### src/rtl/arb_pkg.sv
// Shared constants and state type for the 8-way round-robin arbiter.
package arb_pkg;

  localparam int N_REQ = 8;
  localparam int IDX_W = 3;
  localparam int CNT_W = 4;

  typedef enum logic {
    ARB_IDLE = 1'b0,
    ARB_BUSY = 1'b1
  } arb_state_e;

endpackage

### src/rtl/arb_onehot_dec.sv
// Combinational 3-to-8 decoder: binary owner index -> one-hot grant vector.
module arb_onehot_dec
  import arb_pkg::*;
(
  input  logic [IDX_W-1:0] idx,
  output logic [N_REQ-1:0] onehot
);

  // Exactly one bit set, selected by idx.
  always_comb begin
    onehot      = '0;
    onehot[idx] = 1'b1;
  end

endmodule

### src/rtl/rr_arbiter8.sv
// 8-way round-robin arbiter with registered one-hot grant and per-grant hold
// counter that forces release after MAX_HOLD cycles.
// Optional macro ARB_LOCK_EN adds a 'lock' input that suspends the timeout
// while asserted; the owner then keeps the grant until its request drops.
//
// Request/grant semantics: req[i] is a level request (not latched). A grant
// appears one edge after req is sampled; the owner keeps it while its req
// stays high and the hold limit has not been reached. On release the search
// restarts just past the previous owner, so the handoff has no idle cycle.
module rr_arbiter8
  import arb_pkg::*;
#(
  parameter int unsigned MAX_HOLD = 10
) (
  input  logic             clk,
  input  logic             rst_n,
  input  logic [N_REQ-1:0] req,
`ifdef ARB_LOCK_EN
  input  logic             lock,
`endif
  output logic [N_REQ-1:0] grant,
  output logic [IDX_W-1:0] grant_idx,
  output logic             grant_valid,
  output logic [CNT_W-1:0] hold_cnt
);

  localparam logic [CNT_W-1:0] MAX_CNT = CNT_W'(MAX_HOLD);

  // FSM state kept as a named signal so checkers can bind to it.
  arb_state_e       state;
  arb_state_e       state_n;
  logic [IDX_W-1:0] ptr;
  logic [IDX_W-1:0] ptr_n;
  logic [IDX_W-1:0] idx_n;
  logic [CNT_W-1:0] cnt_n;
  logic [IDX_W-1:0] base;
  logic [IDX_W-1:0] win;
  logic             found;
  logic             timeout;
  logic             rel;
  logic [N_REQ-1:0] dec;

`ifdef ARB_LOCK_EN
  assign timeout = (hold_cnt >= MAX_CNT) && !lock;
`else
  assign timeout = (hold_cnt >= MAX_CNT);
`endif

  // Owner gives up the grant when its request drops or its time is up.
  assign rel = !req[grant_idx] || timeout;

  // On a release the search starts just after the current owner, which puts
  // the owner's own bit last; when idle it starts at the stored pointer.
  assign base = (state == ARB_BUSY) ? grant_idx + IDX_W'(1) : ptr;

  // Rotating priority search: first requester at or after base, mod 8.
  always_comb begin
    found = 1'b0;
    win   = '0;
    for (int k = 0; k < N_REQ; k++) begin
      if (!found && req[base + IDX_W'(k)]) begin
        found = 1'b1;
        win   = base + IDX_W'(k);
      end
    end
  end

  // Next-state, next owner, next hold count and pointer update.
  always_comb begin
    state_n = state;
    ptr_n   = ptr;
    idx_n   = grant_idx;
    cnt_n   = hold_cnt;
    case (state)
      ARB_IDLE: begin
        if (found) begin
          state_n = ARB_BUSY;
          idx_n   = win;
          cnt_n   = CNT_W'(1);
        end else begin
          idx_n = '0;
          cnt_n = '0;
        end
      end
      ARB_BUSY: begin
        if (!rel) begin
          // Saturate: only reachable past MAX_HOLD when the timeout is locked off.
          if (hold_cnt < MAX_CNT) begin
            cnt_n = hold_cnt + CNT_W'(1);
          end
        end else begin
          ptr_n = grant_idx + IDX_W'(1);
          if (found) begin
            idx_n = win;
            cnt_n = CNT_W'(1);
          end else begin
            state_n = ARB_IDLE;
            idx_n   = '0;
            cnt_n   = '0;
          end
        end
      end
      default: begin
        state_n = ARB_IDLE;
        idx_n   = '0;
        cnt_n   = '0;
      end
    endcase
  end

  arb_onehot_dec u_dec (
    .idx    (idx_n),
    .onehot (dec)
  );

  // State and registered outputs; synchronous active-low reset.
  always_ff @(posedge clk) begin
    if (!rst_n) begin
      state       <= ARB_IDLE;
      ptr         <= '0;
      grant_idx   <= '0;
      hold_cnt    <= '0;
      grant_valid <= 1'b0;
      grant       <= '0;
    end else begin
      state       <= state_n;
      ptr         <= ptr_n;
      grant_idx   <= idx_n;
      hold_cnt    <= cnt_n;
      grant_valid <= (state_n == ARB_BUSY);
      grant       <= (state_n == ARB_BUSY) ? dec : '0;
    end
  end

endmodule

### config.mk
export PLATFORM = sky130hd
export DESIGN_NAME = rr_arbiter8
export DESIGN_NICKNAME = d
export VERILOG_FILES = /design/src/rtl/arb_pkg.sv /design/src/rtl/arb_onehot_dec.sv /design/src/rtl/rr_arbiter8.sv
export SDC_FILE = /design/constraint.sdc
export NUM_CORES = 1
export LEC_CHECK = 0
export CAP_MARGIN = 0
export CORE_ASPECT_RATIO = 1.25
export CORE_UTILIZATION = 50
export DETAILED_ROUTE_END_ITERATION = 10
export PLACE_DENSITY_LB_ADDON = 0.25
export REMOVE_ABC_BUFFERS = 1
export SLEW_MARGIN = 20
export SYNTH_ARGS = -nofsm -noshare
export SYNTH_HDL_FRONTEND = slang
export SYNTH_SLANG_ARGS = --single-unit
### constraint.sdc
create_clock -name clk -period 3.6 [get_ports clk]
set_clock_uncertainty 0.2 [all_clocks]
set_input_delay 0.72 -clock clk [delete_from_list [all_inputs] [get_ports clk]]
set_output_delay 0.72 -clock clk [all_outputs]
set_load 0.01 [all_outputs]
==> metrics.txt <==
status finished clean; largest net degree at the start of global routing 15; worst relative slew slack 63.6%; Netlist cell types 58; DR DRC count 0; Die ar. 0.00397 mm2; crit share post-route 97.4%; share of cells above drive strength 1 26.3%; vias in the first global route 2197; CTS clk-pin slew, worst paths 0.07 ns; Setup WS pre-CTS -0.140 ns; drt total wl 5920 um; crit path kind reg -> reg; DRT Pass-1 Iters 4; number of flops mapped to enable cells by yosys 0; # Max-Cap Violations 0; clk_lat worst skew 0.25 ns; asr flop ratio synth 0%; Final nets 320; # setup viols final 0; clk root buf clkbuf_8; post-DR vias/cell 6.34; synthesized cell area 0.00186 mm2; peak supply drop 740 uV; Final Hold Vio Count 0; final hold slack 0.330 ns; GPL Wtd Cong 0.994; Site Rows 24; storage element area 380 um2; Final Non-Filler Cells 343; Ys Warns 0; unrepaired setup endpoints after global routing true; Final WS setup 0.0944 ns; Num CTS Buffers 3; grt total ovfl 0; initial antenna violation count 0; Fillers 295; commonest cells after routing, fill and taps aside 47 x buf_4, 25 x clkdlybuf4s50_1, 19 x nand3_1, 19 x nand2_1, 19 x dfxtp_1; CTS sink count 19; Syn Inst Count 237; placed cell area 0.00245 mm2; PD cells 908 mW/mm2; sequential area share after synthesis 20.5%; top post-synthesis cells by area dfxtp_1 20%, mux4_2 7.3%, nand3_1 5.1%, a21oi_1 4.8%, nand2_1 3.8%; Starting Density 52.9%; max frequency 285 MHz; total track usage 31.4%; cell count after placement 338; chip width 56.5 um; Synth top area share 20.5%; crit-path most repeated cell ha_1; crit end category register; Pleak 0.00104 uW; Diodes inserted 0; multi-input logic area 0.00144 mm2; Req. time, crit path 3.58 ns; Clock Tree Buf Depth 2; slowest stage delay, CP 0.58 ns; DIE HEIGHT 70.2 um; leading cell type in the layout, fill and taps excluded buf_4; Max Slew Vio Count 0; global-route wire length before repair 9890 um; remaining antenna violation count 0; total chip power 2320 uW; Hold-fix buffers, CTS 0; Slew @ Worst Pin 0.541 ns; main flop type after synthesis dfxtp_1; TritonCTS clock tree built; #FFs+latches synth 19; Hold Crit Class reg -> reg; Syn Area/Cell 7.84 um2; DR WL/cell 17.2 um; CP Launch Type register; via count 2175; critical path data arrival time 3.48 ns; DR iter-0 viols 156; core box area 0.00351 mm2; final cell area excluding filler cells 0.00255 mm2; number of I/O pins 26; Post-DP HPWL 4740 um; post-synth top area cell dfxtp_1; H-tree depth 1; critical path cell sequence ha_1 -> mux2_4 -> ha_1 -> a211o_1 -> buf_4 -> nand2_2 -> mux4_2 -> nand3_1 -> or4b_4 -> o31a_1 -> o32a_2 -> nor3_1; min cycle time layout 3.51 ns; crit-path max FO 5; Port Buffers 25; Worst path slowest cell or4b_4; area growth from synthesis to layout 37.4%
[cell families after synthesis]
family                   count (synthesis)  share of synthesized area (%)
flip-flops                              19                           20.5
XOR/XNOR                                 6                           2.83
multiplexers                            14                           11.9
AND/OR/NAND/NOR                         92                           26.2
AO/OA/AOI/OAI                           83                           30.5
buffers and inverters                   18                           4.71
adder cells (fa/ha/maj)                  5                           3.37
[power by group]
part           switching, uW  internal [uW]
Clock                   68.0           76.9
Sequential              35.0            265
Combinational            977            895
[registers in the layout (all words and copies together) (netlist names)]
signal,count
hold_cnt,4
state,1
grant_idx,3
ptr,3
grant,8
[area by class of cell]
class / count / area share, %
tap: 39 / 1.91
clock buffer: 3 / 1.62
clock inverter: 1 / 0.196
inverter: 9 / 1.32
multi-input combinational: 200 / 56.4
timing repair buffer: 72 / 23.6
sequential: 19 / 14.9
[worst paths after layout]
kind | from | end | slack [ns] | cells after the start
worst max-delay path | grant_idx[0] | grant[3] | 0.09 | 12
worst min-delay path | ptr[2] | ptr[2] | 0.33 | 2
worst max register to register | grant_idx[0] | grant[3] | 0.09 | 12
worst min register to register | ptr[2] | ptr[2] | 0.33 | 2
[synth_stat cells, drive strengths merged (2+ instances only)]
cell and count:
a211o 3, a211oi 9, a21boi 4, a21o 3
a21oi 19, a31oi 2, and2 9, and3 3
buf 7, clkbuf 2, dfxtp 19, ha 5
inv 9, mux2 2, mux2i 6, mux4 6
nand2 22, nand2b 3, nand3 19, nand3b 2
nor2 16, nor3 6, nor3b 2, o2111ai 2
o211ai 8, o21ai 16, o221ai 3, o311a 2
o311ai 2, or2 4, or3 3, xnor2 4
xor2 2
[what timing repair did]
item | CTS | global route
endpoints found under the hold margin | 0 | 0
pin swaps | 0 | 5
buffers inserted | 0 | 1
gates resized for setup | 3 | 7
endpoints found under the setup margin | 8 | 10
[metrics by stage]
stage / utilization [%] / setup TNS (ns)
6_report: 72.6 / 0
3_5_place_dp: 69.7 / -0.655
2_1_floorplan: - / -4.18
3_3_place_gp: 69.7 / -0.305
4_1_cts: 71.5 / 0
5_1_grt: 72.6 / -0.0114
[layer usage]
| metal | vias up | GRT usage [%] | wire [um] |
|---|---|---|---|
| met5 | - | 0 | 0 |
| met1 | 1026 | 35.8 | 2280 |
| li1 | 1044 | - | - |
| met3 | 19 | 2.78 | 305 |
| met2 | 86 | 57.1 | 3110 |
| met4 | 0 | 15.7 | 221 |
[worst max-delay path: cells and delay by family (launching register included)]
family / cells / cell delay, ns
DFF: 1 / 0.32
adders and majority gates: 2 / 0.52
and+or+nand+nor: 4 / 0.95
buffers and inverters: 1 / 0.15
muxes: 2 / 0.52
AOI/OAI and AO/OA: 3 / 0.76
Power figures use the tool's default switching activity.
